<file path="src/rtl/memory_access_pkg.sv">
// Shared types for the memory access sequencer.
// Holds the FSM state encoding and the transfer mode constants.
package memory_access_pkg;

  typedef enum logic [1:0] {
    IDLE   = 2'd0,
    ACCESS = 2'd1,
    DONE   = 2'd2
  } state_t;

  localparam logic MODE_LOAD  = 1'b0;
  localparam logic MODE_STORE = 1'b1;

endpackage

</file>
<file path="src/rtl/mas_byte_extend.sv">
// Load result extender: keeps bytes below i_cnt, fills the rest
// with zero or, when i_sext is set, with bit 8*i_cnt-1.
// Ports: i_acc (assembled bytes), i_cnt (1..BYTES), i_sext, o_word.
module mas_byte_extend #(
  parameter int BYTES = 4
) (
  input  logic [8*BYTES-1:0] i_acc,
  input  logic [2:0]         i_cnt,
  input  logic               i_sext,
  output logic [8*BYTES-1:0] o_word
);

  logic       w_sign;
  logic [7:0] w_fill;

  always_comb begin
    w_sign = 1'b0;
    for (int b = 0; b < BYTES; b++) begin
      if (i_cnt == 3'(b + 1)) w_sign = i_acc[8*b+7];
    end
    w_fill = {8{w_sign & i_sext}};
    o_word = '0;
    for (int b = 0; b < BYTES; b++) begin
      if (3'(b) < i_cnt) o_word[8*b +: 8] = i_acc[8*b +: 8];
      else               o_word[8*b +: 8] = w_fill;
    end
  end

endmodule

</file>
<file path="src/rtl/memory_access_sequencer.sv">
// Byte-serial load/store sequencer over an 8-bit async-read memory.
// Ports: Clock, Reset (async low), Start/Mode/Count/BaseAddr/WData
// request; MemOut in; Mem_Address/Mem_Data/Mem_WR/Mem_CS memory side;
// RData/Busy/Done status. Define MAS_SIGN_EXT_EN to add the SignExt
// input for sign-extended partial loads.
module memory_access_sequencer
  import memory_access_pkg::*;
#(
  parameter int ADDR_W = 16,
  parameter int BYTES  = 4
) (
  input  logic                Clock,
  input  logic                Reset,
  input  logic                Start,
  input  logic                Mode,
  input  logic [2:0]          Count,
  input  logic [ADDR_W-1:0]   BaseAddr,
  input  logic [8*BYTES-1:0]  WData,
  input  logic [7:0]          MemOut,
`ifdef MAS_SIGN_EXT_EN
  input  logic                SignExt,
`endif
  output logic [ADDR_W-1:0]   Mem_Address,
  output logic [7:0]          Mem_Data,
  output logic                Mem_WR,
  output logic                Mem_CS,
  output logic [8*BYTES-1:0]  RData,
  output logic                Busy,
  output logic                Done
);

  localparam int         DATA_W = 8 * BYTES;
  localparam logic [2:0] MAXC   = 3'(BYTES);

  state_t              r_state;
  state_t              w_next;
  logic                r_mode;
  logic [2:0]          r_cnt;
  logic [2:0]          r_idx;
  logic [ADDR_W-1:0]   r_base;
  logic [DATA_W-1:0]   r_wdata;
  logic [DATA_W-1:0]   r_acc;
  logic [DATA_W-1:0]   r_rdata;
  logic [2:0]          w_cnt;
  logic                w_last;
  logic [DATA_W-1:0]   w_acc;
  logic [DATA_W-1:0]   w_ext;
  logic [7:0]          w_wbyte;
  logic                w_sext;

  assign w_cnt  = (Count == 3'd0 || Count > MAXC) ? MAXC : Count;
  assign w_last = (r_idx == r_cnt - 3'd1);

  // Merge the byte arriving this cycle so the final byte is
  // visible to the extender on the ACCESS->DONE edge.
  always_comb begin
    w_acc   = r_acc;
    w_wbyte = '0;
    for (int b = 0; b < BYTES; b++) begin
      if (r_idx == 3'(b)) begin
        w_acc[8*b +: 8] = MemOut;
        w_wbyte         = r_wdata[8*b +: 8];
      end
    end
  end

`ifdef MAS_SIGN_EXT_EN
  logic r_sext;
  always_ff @(posedge Clock or negedge Reset) begin
    if (!Reset)                         r_sext <= 1'b0;
    else if (r_state == IDLE && Start)  r_sext <= SignExt;
  end
  assign w_sext = r_sext;
`else
  assign w_sext = 1'b0;
`endif

  mas_byte_extend #(.BYTES(BYTES)) u_ext (
    .i_acc  (w_acc),
    .i_cnt  (r_cnt),
    .i_sext (w_sext),
    .o_word (w_ext)
  );

  always_comb begin
    w_next = r_state;
    unique case (r_state)
      IDLE:    if (Start) w_next = ACCESS;
      ACCESS:  if (w_last) w_next = DONE;
      DONE:    w_next = IDLE;
      default: w_next = IDLE;
    endcase
  end

  always_ff @(posedge Clock or negedge Reset) begin
    if (!Reset) r_state <= IDLE;
    else        r_state <= w_next;
  end

  always_ff @(posedge Clock or negedge Reset) begin
    if (!Reset) begin
      r_mode  <= MODE_LOAD;
      r_cnt   <= '0;
      r_idx   <= '0;
      r_base  <= '0;
      r_wdata <= '0;
      r_acc   <= '0;
      r_rdata <= '0;
    end else if (r_state == IDLE && Start) begin
      r_mode  <= Mode;
      r_cnt   <= w_cnt;
      r_idx   <= '0;
      r_base  <= BaseAddr;
      r_wdata <= WData;
      r_acc   <= '0;
    end else if (r_state == ACCESS) begin
      r_idx <= r_idx + 3'd1;
      if (r_mode == MODE_LOAD) begin
        r_acc <= w_acc;
        if (w_last) r_rdata <= w_ext;
      end
    end
  end

  assign Busy        = (r_state == ACCESS);
  assign Done        = (r_state == DONE);
  assign Mem_CS      = Busy;
  assign Mem_WR      = Busy & (r_mode == MODE_STORE);
  assign Mem_Address = Busy ? r_base + ADDR_W'(r_idx) : r_base;
  assign Mem_Data    = Mem_WR ? w_wbyte : 8'h00;
  assign RData       = r_rdata;

endmodule

</file>
<file path="config.mk">
export PLATFORM = sky130hd
export DESIGN_NAME = memory_access_sequencer
export DESIGN_NICKNAME = d
export VERILOG_FILES = /design/src/rtl/memory_access_pkg.sv /design/src/rtl/mas_byte_extend.sv /design/src/rtl/memory_access_sequencer.sv
export SDC_FILE = /design/constraint.sdc
export NUM_CORES = 1
export LEC_CHECK = 0
export ABC_AREA = 1
export BUFFER_PORTS_ARGS = -buffer_cell sky130_fd_sc_hd__buf_2
export CAP_MARGIN = 10
export CELL_PAD_IN_SITES_DETAIL_PLACEMENT = 1
export CELL_PAD_IN_SITES_GLOBAL_PLACEMENT = 1
export CORE_MARGIN = 8
export CORE_UTILIZATION = 40
export CTS_CLUSTER_DIAMETER = 30
export DETAILED_ROUTE_END_ITERATION = 6
export PLACE_DENSITY = 0.77
export SYNTH_ARGS = -nofsm -noshare
export SYNTH_HDL_FRONTEND = slang
export SYNTH_SLANG_ARGS = --single-unit
</file>
<file path="constraint.sdc">
create_clock -name Clock -period 2.3 [get_ports Clock]
set_input_delay 0.23 -clock Clock [delete_from_list [all_inputs] [get_ports Clock]]
set_output_delay 0.23 -clock Clock [all_outputs]
set_load 0.03 [all_outputs]
</file>
# Word-level counts from Yosys, hierarchy flattened
# Cells that the tools add are included.
[classes] reduce_logical=9 add_sub_neg=3 n_lt_le_gt_ge=5 mux=23 n_eq_ne=9 bitwise_logic=3
[op_table] op="8-bit two-way mux" count=13
[op_table] op="32-bit two-way mux" count=3
[op_table] op="16-bit by 3-bit adder with 16-bit output" count=1
[op_table] op="16-bit two-way mux" count=1
[op_table] op="3-bit two-way mux" count=3
[op_table] op="3-bit by 2-bit == test with 1-bit output (second input constant)" count=2
[op_table] op="3-bit logical NOT" count=2
[op_table] op="1-bit by 3-bit less-than comparator with 1-bit output (first input constant)" count=2
[op_table] op="2-bit by 3-bit less-than comparator with 1-bit output (first input constant)" count=2
[op_table] op="2-bit two-way mux" count=2
[op_table] op="2-bit by 1-bit inequality test with 1-bit output (second input constant)" count=2
[op_table] op="2-bit case mux with 2 select lines" count=1
[op_table] op="2-bit AND reduction" count=2
[op_table] op="4-bit AND reduction" count=1
[op_table] op="3-bit by 1-bit adder with 3-bit output (second input constant)" count=1
[op_table] op="3-bit by 1-bit == test with 1-bit output (second input constant)" count=1
[op_table] op="3-bit == test" count=1
[op_table] op="3-bit greater-than comparator (second input constant)" count=1
[op_table] op="3-bit by 1-bit subtractor with 3-bit output (second input constant)" count=1
[op_table] op="2-bit by 1-bit == test with 1-bit output (second input constant)" count=1
[op_table] op="2-bit == test (second input constant)" count=1
[op_table] op="2-bit logical NOT" count=1
[op_table] op="2-bit inequality test (second input constant)" count=1
[op_table] op="1-bit inverter" count=2
[op_table] op="other kinds (4)" count=4
[totals] input_bits=63 word_cells=60 out_inout_bits=60 register_bits=121

# Logic depth before layout (Yosys ltp)
# Gate-level depths: netlist (run 1).
[depth] depth_word=6 mapped_depth=11 mapped_depth_nobuf=10

# By module
# From an unflattened synthesis (run 1), not the netlist that was laid out.
[hier_totals] cells_unflattened=876 hier_area_um2=6427.4
[modules_own_cells] mod="memory_access_sequencer" cells_each=790 seq_area_each_um2=3027.9 n_inst=1 area_per_inst_um2=6065.8
[modules_own_cells] mod="mas_byte_extend" cells_each=86 seq_area_each_um2=0.0 n_inst=1 area_per_inst_um2=361.6

# Least setup slack after synthesis (run 1)
# Ideal clock, no wire load.
[synth_timing] path_kind="reg-to-output" startpoint="register r_idx[1]" endpoint="output Mem_Data[0]" required_ns=2.070 path_stages_with_launch=10 path_buffers=1 arrival_ns=1.936 slack_ns=0.134 path_cell_list="dfrtp_1 inv_1 ha_1 clkinv_1 nor2_4 buf_4 nand2_1 nand3_1 nand3_1 a21oi_1"
[synth_between] elab_chain_cells=6 elab_cells_between_ends=9 cone_classes="eq/ne: 3; mux: 5; reduce/logical: 1"
[synth_rtl] item="from (decl)" line_no="memory_access_sequencer.sv:39" source="logic [2:0] r_idx;"
[synth_rtl] item="from (signal assigned)" line_no="memory_access_sequencer.sv:117" source="r_idx <= r_idx + 3'd1;"
[synth_rtl] item="3-bit logical NOT" line_no="memory_access_sequencer.sv:60" source="if (r_idx == 3'(b)) begin"
[synth_rtl] item="8-bit two-way mux (3 in series)" line_no="memory_access_sequencer.sv:60"
[synth_rtl] item="8-bit two-way mux *" line_no="memory_access_sequencer.sv:60"
[synth_rtl] item="8-bit two-way mux *" line_no="memory_access_sequencer.sv:130" source="assign Mem_Data = Mem_WR ? w_wbyte : 8'h00;"
[synth_rtl] item="to (decl)" line_no="memory_access_sequencer.sv:24" source="output logic [7:0] Mem_Data,"
# Every way passes the cells marked *; elsewhere a longest branch is shown, timed or not.

# Worst setup path in the final report (run 1)
[layout_timing] startpoint="register r_idx[0]" endpoint="output Mem_Address[2]"
[layout_between] elab_chain_cells=2
[layout_rtl] item="16-bit by 3-bit adder with 16-bit output" line_no="memory_access_sequencer.sv:129" source="assign Mem_Address = Busy ? r_base + ADDR_W'(r_idx) : r_base;"
[layout_rtl] item="16-bit two-way mux" line_no="memory_access_sequencer.sv:129"
[layout_rtl] item="to (decl)" line_no="memory_access_sequencer.sv:23" source="output logic [ADDR_W-1:0] Mem_Address,"
# Every way passes these cells.

==> results of run 1 <==
-- registers in the layout, indices dropped and copies added (netlist names) --
register	count
RData	32
r_acc	32
r_wdata	32
r_base	16
r_cnt	3
r_idx	3
r_state	2
r_mode	1
-- layout make-up --
class	count	share of cell area
clock buffers	25	0.0584
clock inverters	7	0.0185
inverters	76	0.0342
multi-input cells	612	0.351
flip-flops and latches	121	0.350
well taps	216	0.0312
repair buffers	188	0.157
-- routing by layer --
layer	vias to the layer above	GRT usage	wire length, µm
met5	-	0	0
met4	0	0.0825	476
met3	42	0.0474	1030
met2	182	0.381	11400
met1	3189	0.268	9640
li1	3044	-	-
-- metrics by stage --
step | utilization | hold slack (ns) | setup slack (ns)
2_1_floorplan | - | -0.0656 | 0.134
3_3_place_gp | 0.463 | 0.219 | 0.176
3_5_place_dp | 0.463 | 0.226 | 0.136
4_1_cts | 0.540 | 0.000534 | -0.0578
5_1_grt | 0.553 | 0.0130 | -0.221
6_report | 0.553 | 0.00474 | -0.142
-- worst max-delay path: stages (launching register included) --
cell	delay, ns
dfrtp_2	0.49
ha_4	0.21
fa_2	0.39
nand2_2	0.09
buf_4	0.11
buf_4	0.09
nand2_1	0.06
o21ai_2	0.18
buf_6	0.16
-- kinds of logic after synthesis --
family	synth area share
AO/OA/AOI/OAI	0.0587
XOR/XNOR	0.00968
adder cells (fa/ha/maj)	0.0249
buffers and inverters	0.0774
flip-flops	0.478
AND/OR/NAND/NOR	0.352
-- what timing repair did --
| item | CTS | global route |
|---|---|---|
| resized for setup | 57 | 37 |
| cloned | 2 | 0 |
| hold buffers | 27 | 0 |
| setup endpoints to repair | 22 | 21 |
| endpoints found under the hold margin | 57 | 0 |
| setup buffers | 8 | 9 |
| pin swaps | 2 | 14 |
-- final timing paths --
path	start	endpoint	slack [ns]	cells after the start
max reg2reg	r_cnt[0]$_DFFE_PN0P_	RData[5]$_DFFE_PN0P_	0.17	9
max in group asynchronous	Reset	r_base[11]$_DFFE_PN0P_	1.26	3
max	r_idx[0]$_DFFE_PN0P_	Mem_Address[2]	-0.14	8
min reg2reg	RData[28]$_DFFE_PN0P_	RData[28]$_DFFE_PN0P_	0.47	2
min	WData[3]	r_wdata[3]$_DFFE_PN0P_	0.005	3
min in group asynchronous	Reset	r_wdata[25]$_DFFE_PN0P_	0.30	2
-- power groups by stage --
stage | registers, mW | clock network (mW) | logic, mW
after global routing | 3.83 | 3.18 | 8.56
after floorplan | 4.03 | 0 | 4.28
after global placement | 3.64 | 0 | 6.50
final | 3.73 | 3.05 | 7.82
after detailed placement | 3.67 | 0 | 6.66
after CTS | 3.68 | 3.07 | 7.24
-- layout by cell type, fill, tap and decap left out, types with 11 or more instances in the layout --
cell type / count
buf_2: 100
nand4_1: 59
dlygate4sd3_1: 27
inv_1: 66
clkbuf_16: 17
buf_6: 11
nand2_1: 347
dfrtp_1: 119
o21ai_0: 47
nand3_1: 30
nor2_1: 51
buf_4: 43
==> flow_summary_export.csv, run 1 <==
group,metric,value,unit
global_route,grt_pass1_vias,6922,
global_route,grt_pass1_wl,35400,µm
layout,stdcell_area,8660,µm²
outcome,violations,"setup timing",
synthesis,async_reset_ff_frac,1.00,
floorplanning,die_area,20100,µm²
floorplanning,die_y,142,µm
route,wirelength,22500,µm
critical_path,start_kind,"register",
power,p_leak,4.50,nW
synthesis,synth.largest_area_cell,"dfrtp_1",
layout,instances_no_fill,1245,
timing,final_max_slew_viol_count,0,
synthesis,synth_nets,923,
synthesis,synth_top_flop_cell,"dfrtp_1",
global_route,antenna_found_initial,0,
place,dp_cells,1167,
synthesis,yosysWarnings,0,
place,place_area,7240,µm²
timing,slew_headroom,0.630,
power,seq_power_share,0.255,
critical_path,worstPathArrival,2.21,ns
worst_hold_path,hold_path.class,"in2reg",
global_route,grt_max_degree,65,
timing,min_period,2.44,ns
floorplanning,initial_core_util,0.405,
timing,clock.fmax,410,MHz
power,power,14.6,mW
power,power.density,1680,nW/µm²
route,post_drt_via_cell_ratio,5.19,
synthesis,synth.top_cell.area_share,0.478,
power,irDropWorstVdd,0.00102,V
layout,final-seq-area,3030,µm²
global_route,overflow,0,
timing,fin_skew,0.00894,ns
clocking,cts_tree,"yes",
layout,multiInputGateArea,3040,µm²
clocking,clkLatencyLatePin,0.43,ns
layout,final_layout_size_suffix_gt1_frac,0.240,
layout,diodes,0,
timing,period_share,1.06,
power,p_int,7.72,mW
timing,worst-slew-pin-transition,0.554,ns
layout,synthToLayoutAreaGrowth,36.7,%
synthesis,synth_most_common_cell,"nand2_1",
clocking,cts_buffer_depth,2,
synthesis,ys_seq_elements,121,
power,power.switching,6.87,mW
layout,finalNetCount,1091,
clocking,cts_sinks,121,
synthesis,syn_area,6340,µm²
timing,setup_violations,19,
floorplanning,core_area,15700,µm²
place,dp.final_hpwl,13700,µm
critical_path,path_class,"reg2out",
job,cap_violations,0,
synthesis,yosysUniqueCellTypes,32,
critical_path,worstSetupEndpointType,"output port",
global_route,grtUsageTotal,0.222,
outcome,status,"finished with violations",
route,drt-wirelength-per-cell,18.1,µm
clocking,cts_root_buffer,"clkbuf_16",
clocking,cts.clk_slew.worst_paths,0.06,ns
route,drtIter0Drc,340,
timing,hold_viol_final,0,
clocking,cts_made_buffers,17,
synthesis,ys_seq_area_frac,0.478,
floorplanning,rows,46,
critical_path,cp.required,2.07,ns
synthesis,synth-edff-count,0,
power,clkPwrFrac,0.209,
synthesis,synthTopCellsByArea,"dfrtp_1 48%, nand2_1 21%, nand4_1 5.8%",
timing,rsz0062_at_grt,"yes",
floorplanning,die_x,142,µm
place,gp_congestion,0.831,
route,vias,6457,
place,io_buffers,122,
route,drc,0,
route,dr.pass1.iters,6,
synthesis,synthTopCellsByCount,"352 x nand2_1, 121 x dfrtp_1, 70 x inv_1, 59 x nand4_1, 52 x nor2_1",
layout,fill_cells,1946,
synthesis,avgSynthCellArea,7.47,µm²
synthesis,postSynthCellCount,848,
critical_path,cp_max_fo,5,
floorplanning,pin_count,123,
timing,setup_slack,-0.142,ns
timing,final.setup.tns,-1.56,ns
power,netSwitchingFraction,0.471,
route,ant_nets,0,
clocking,htree_levels,4,
power,power_frac_comb,0.536,
Note: power is estimated with default switching activity, not from simulation.
==> run 2, diff against run 1 <==
--- a/config.mk
+++ b/config.mk
@@ -8,13 +8,13 @@
 export ABC_AREA = 1
 export BUFFER_PORTS_ARGS = -buffer_cell sky130_fd_sc_hd__buf_2
 export CAP_MARGIN = 10
-export CELL_PAD_IN_SITES_DETAIL_PLACEMENT = 1
-export CELL_PAD_IN_SITES_GLOBAL_PLACEMENT = 1
+export CELL_PAD_IN_SITES_DETAIL_PLACEMENT = 0
+export CELL_PAD_IN_SITES_GLOBAL_PLACEMENT = 2
 export CORE_MARGIN = 8
-export CORE_UTILIZATION = 40
-export CTS_CLUSTER_DIAMETER = 30
+export CORE_UTILIZATION = 31
+export CTS_CLUSTER_DIAMETER = 120
 export DETAILED_ROUTE_END_ITERATION = 6
-export PLACE_DENSITY = 0.77
+export PLACE_DENSITY = 0.76
 export SYNTH_ARGS = -nofsm -noshare
 export SYNTH_HDL_FRONTEND = slang
 export SYNTH_SLANG_ARGS = --single-unit
==> flow_summary_export.csv, run 2 (same netlist as run 1, synthesis figures left out) <==
group,metric,value,unit
power,p_leak,4.33,nW
global_route,antenna_found_initial,0,
critical_path,r2r_setup_slack,0.47,ns
layout,diodes,0,
global_route,grt_pass1_wl,31700,µm
critical_path,worstSetupEndpointType,"output port",
floorplanning,pin_count,123,
place,dp.final_hpwl,12900,µm
layout,final_common_cell,"nand2_1",
layout,finalNetCount,1070,
power,irDropWorstVdd,0.000671,V
global_route,grt_max_degree,108,
route,dr.pass1.iters,7,
critical_path,r2r-end,"RData[7]$_DFFE_PN0P_",
layout,final-seq-area,3030,µm²
timing,final_max_slew_viol_count,0,
route,vias,5876,
clocking,cts_made_buffers,17,
critical_path,worst-r2r-cell-count,10,
critical_path,start_kind,"register",
outcome,status,"finished with violations",
timing,setup_slack,-0.0273,ns
place,io_buffers,122,
timing,rsz0062_at_grt,"yes",
layout,multiInputGateArea,2970,µm²
floorplanning,die_area,25300,µm²
critical_path,path_class,"reg2out",
place,place_area,7280,µm²
clocking,cts_root_buffer,"clkbuf_16",
timing,min_period,2.33,ns
timing,hold_viol_final,0,
floorplanning,die_y,159,µm
worst_hold_path,worstHoldStart,"WData[17]",
floorplanning,core_area,20200,µm²
job,cap_violations,0,
clocking,cts_buffer_depth,2,
outcome,violations,"setup timing",
clocking,cts.clk_slew.worst_paths,0.06,ns
clocking,cts_tree,"yes",
power,power.density,1600,nW/µm²
global_route,grtUsageTotal,0.154,
layout,stdcell_area,8350,µm²
place,gp_congestion,0.750,
layout,final_cell_mix,"350 x nand2_1, 118 x dfrtp_1, 102 x buf_2, 66 x inv_1, 59 x nand4_1",
layout,synthToLayoutAreaGrowth,31.7,%
worst_hold_path,hold_end,"r_wdata[17]$_DFFE_PN0P_",
clocking,clkLatencyLatePin,0.42,ns
route,drc,0,
worst_hold_path,hold_path.class,"in2reg",
critical_path,worstPathArrival,2.10,ns
timing,clock.fmax,430,MHz
floorplanning,rows,52,
route,post_drt_via_cell_ratio,4.60,
route,ant_nets,0,
layout,fill_cells,2158,
timing,fin_skew,0.00936,ns
clocking,htree_levels,4,
timing,period_share,1.01,
timing,worst-slew-pin-transition,0.645,ns
critical_path,cp.required,2.07,ns
clocking,cts_sinks,121,
floorplanning,initial_core_util,0.314,
route,wirelength,19200,µm
critical_path,reg2reg_from,"r_cnt[0]$_DFFE_PN0P_",
route,drt-wirelength-per-cell,15.0,µm
layout,final_layout_size_suffix_gt1_frac,0.223,
timing,setup_violations,4,
critical_path,cp_max_fo,6,
global_route,overflow,0,
worst_hold_path,min_path_cells,3,
timing,timing.hold.ws,0.00259,ns
floorplanning,die_x,159,µm
global_route,grt_pass1_vias,6067,
timing,slew_headroom,0.570,
route,drtIter0Drc,381,
[run 2: area by class of cell]
cell class              instances  area share
multi-input cells             612       0.356
inverters                      76      0.0351
repair buffers                167       0.135
well taps                     270      0.0405
clock buffers                  23      0.0561
flip-flops and latches        121       0.363
clock inverters                 8      0.0144
[run 2: worst max path at each step]
stage	slack (ns)	endpoint	depth (start not counted)	from
2_1_floorplan	0.13	Mem_Data[0]	9	r_idx[1]$_DFFE_PN0P_
3_3_place_gp	0.15	Mem_Address[12]	9	r_idx[0]$_DFFE_PN0P_
3_5_place_dp	0.10	Mem_Address[10]	9	r_idx[0]$_DFFE_PN0P_
4_1_cts	-0.04	Mem_Data[6]	9	r_idx[0]$_DFFE_PN0P_
5_1_grt	-0.14	Mem_Address[10]	9	r_idx[0]$_DFFE_PN0P_
6_report	-0.03	Mem_Address[10]	9	r_idx[0]$_DFFE_PN0P_
[run 2: power by group]
| group | internal, mW | switching (mW) | leakage (nW) |
|---|---|---|---|
| logic | 2.27 | 4.79 | 2.52 |
| registers | 3.09 | 0.534 | 1.52 |
| clock network | 1.75 | 0.950 | 0.283 |
[run 2: per-stage QoR]
step                total power, mW  cells  setup WS, ns  utilization  TNS, ns
finish                         13.4   1277       -0.0273        0.414  -0.0676
global route                   14.6   1277        -0.145        0.414    -1.43
CTS                            13.4   1273       -0.0367        0.409   -0.193
detailed placement             10.3   1217         0.101        0.361        0
global placement               10.3   1217         0.145        0.361        0
floorplan                      8.31    848         0.134            -        0
[run 2: timing repair]
action / 4_1_cts / 5_1_grt
gates cloned: 2 / 0
hold endpoints to repair: 32 / 0
endpoints found under the setup margin: 21 / 21
setup buffers: 4 / 4
resized for setup: 40 / 28
pin swaps: 2 / 11
hold buffers: 19 / 0
[run 2: metal layers]
layer | GRT usage | part of all wire | vias up | wire length [µm]
li1 | - | - | 3006 | -
met1 | 0.201 | 0.48 | 2739 | 9210
met2 | 0.254 | 0.47 | 118 | 9050
met3 | 0.0313 | 0.038 | 13 | 734
met4 | 0.0450 | 0.010 | 0 | 197
met5 | 0 | 0 | - | 0
[run 2: worst max-delay path, cell delays in order, from the launching register on]
cell	delay, ns
dfrtp_2	0.44
ha_4	0.18
fa_2	0.37
nand2_2	0.07
nand2_1	0.06
nand2_2	0.10
nor2_4	0.07
nand3_2	0.06
xor2_1	0.15
buf_4	0.18
==> run 3, diff against run 2 <==
--- a/config.mk
+++ b/config.mk
@@ -10,11 +10,12 @@
 export CAP_MARGIN = 10
 export CELL_PAD_IN_SITES_DETAIL_PLACEMENT = 0
 export CELL_PAD_IN_SITES_GLOBAL_PLACEMENT = 2
+export CORE_ASPECT_RATIO = 1.5
 export CORE_MARGIN = 8
 export CORE_UTILIZATION = 31
 export CTS_CLUSTER_DIAMETER = 120
 export DETAILED_ROUTE_END_ITERATION = 6
-export PLACE_DENSITY = 0.76
+export PLACE_DENSITY_LB_ADDON = 0.1
 export SYNTH_ARGS = -nofsm -noshare
 export SYNTH_HDL_FRONTEND = slang
 export SYNTH_SLANG_ARGS = --single-unit
==> flow_summary_export.csv, run 3 (same netlist as run 1, synthesis figures left out) <==
group,metric,value,unit
route,vias,6073,
timing,clock.fmax,440,MHz
floorplanning,die_y,191,µm
layout,fill_cells,2104,
power,power.density,1600,nW/µm²
clocking,cts.clk_slew.worst_paths,0.06,ns
clocking,htree_levels,4,
clocking,cts_buffer_depth,2,
critical_path,cpPeakStageDelay,0.42,ns
floorplanning,pin_count,123,
power,irDropWorstVdd,0.000810,V
layout,final_common_cell,"nand2_1",
critical_path,worstSetupEndpointType,"output port",
power,power,13.7,mW
critical_path,start_kind,"register",
layout,finalNetCount,1087,
job,cap_violations,0,
timing,hold_viol_final,0,
critical_path,crit_buf_inv,2,
clocking,cts_tree,"yes",
floorplanning,initial_core_util,0.313,
floorplanning,rows,64,
timing,final_max_slew_viol_count,0,
global_route,grt_pass1_vias,6480,
route,drt-wirelength-per-cell,15.9,µm
worst_hold_path,hold_path.class,"in2reg",
global_route,grt_max_degree,65,
place,place_area,7300,µm²
critical_path,r2r_setup_slack,0.41,ns
timing,setup_slack,0.0265,ns
route,dr.pass1.iters,5,
critical_path,crit_chain,"ha_4 > nand2_1 > inv_1 > nand2_2 > a21oi_4 > xor2_1 > buf_4",
place,gp_congestion,0.806,
worst_hold_path,worstHoldStart,"WData[22]",
global_route,grtUsageTotal,0.167,
place,pre_cts_slack,0.111,ns
floorplanning,die_x,133,µm
critical_path,worstPathArrival,2.04,ns
outcome,status,"finished clean",
clocking,cts_made_buffers,17,
timing,rsz0062_at_grt,"yes",
place,io_buffers,122,
critical_path,cpLargestDelayFamily,"flip-flops",
route,drc,0,
critical_path,reg2reg_from,"r_cnt[0]$_DFFE_PN0P_",
clocking,cts_sinks,121,
layout,stdcell_area,8550,µm²
power,p_leak,4.43,nW
place,dp_cells,1216,
route,post_drt_via_cell_ratio,4.71,
layout,instances_no_fill,1289,
timing,fin_skew,0.00808,ns
global_route,grt_pass1_wl,33200,µm
global_route,antenna_found_initial,0,
timing,period_share,0.988,
timing,slew_headroom,0.550,
clocking,clkLatencyLatePin,0.42,ns
critical_path,cp_max_fo,7,
critical_path,critPathSlowestCell,"dfrtp_1",
clocking,cts_root_buffer,"clkbuf_16",
route,drtIter0Drc,311,
timing,worst-slew-pin-transition,0.676,ns
floorplanning,die_area,25400,µm²
global_route,overflow,0,
layout,synthToLayoutAreaGrowth,35.0,%
layout,diodes,0,
route,ant_nets,0,
critical_path,cp.required,2.07,ns
critical_path,crit_start,"r_base[2]$_DFFE_PN0P_",
critical_path,path_class,"reg2out",
layout,final_cell_mix,"348 x nand2_1, 120 x dfrtp_1, 101 x buf_2, 65 x inv_1, 59 x nand4_1",
floorplanning,core_area,20300,µm²
layout,final_layout_size_suffix_gt1_frac,0.229,
place,dp.final_hpwl,14500,µm
route,wirelength,20500,µm
timing,min_period,2.27,ns
timing,setup_violations,0,
==> run 3: layout make-up <==
| class | count | area, µm² | share of cell area |
|---|---|---|---|
| clock buffers | 20 | 447 | 0.0522 |
| clock inverters | 12 | 150 | 0.0176 |
| well taps | 264 | 330 | 0.0386 |
| flip-flops and latches | 121 | 3030 | 0.354 |
| inverters | 76 | 300 | 0.0351 |
| multi-input cells | 613 | 3020 | 0.353 |
| repair buffers | 183 | 1280 | 0.149 |
==> run 3: through the flow <==
stage / utilization / setup TNS, ns / hold WS, ns
floorplan: - / 0 / -0.0656
global placement: 0.360 / 0 / 0.309
detailed placement: 0.360 / 0 / 0.311
CTS: 0.416 / -0.0333 / 0.00154
global route: 0.422 / -0.948 / 0.0143
finish: 0.422 / 0 / 0.0176
==> run 3: metal layers <==
| metal | track usage | vias up | wire (µm) |
|---|---|---|---|
| met5 | 0 | - | 0 |
| met4 | 0.0785 | 0 | 571 |
| met3 | 0.0389 | 32 | 809 |
| met2 | 0.309 | 141 | 10800 |
| met1 | 0.175 | 2864 | 8310 |
| li1 | - | 3036 | - |
==> run 3: path summary, 6_finish.rpt <==
path | endpoint | depth (start not counted)
min in group asynchronous | r_acc[3]$_DFFE_PN0P_ | 2
max in group asynchronous | RData[25]$_DFFE_PN0P_ | 3
worst min register to register | RData[24]$_DFFE_PN0P_ | 2
worst max-delay path | Mem_Address[7] | 7
worst max register to register | RData[11]$_DFFE_PN0P_ | 10
worst min-delay path | r_wdata[22]$_DFFE_PN0P_ | 3
==> run 3: worst min-delay path, cell delays in order <==
cell	delay [ns]
buf_2	0.07
nand2_1	0.05
nand2_1	0.05
==> run 3: report_power, final <==
group | internal, mW | switching [mW]
registers | 3.09 | 0.542
logic | 2.37 | 4.95
clock network | 1.72 | 0.987
total | 7.18 | 6.48
==> run 3: what timing repair did <==
item | 4_1_cts | 5_1_grt
setup endpoints to repair | 21 | 21
hold buffers | 30 | 0
hold endpoints to repair | 74 | 0
buffers inserted | 7 | 1
cloned | 3 | 0
pin swaps | 9 | 10
resized for setup | 47 | 39
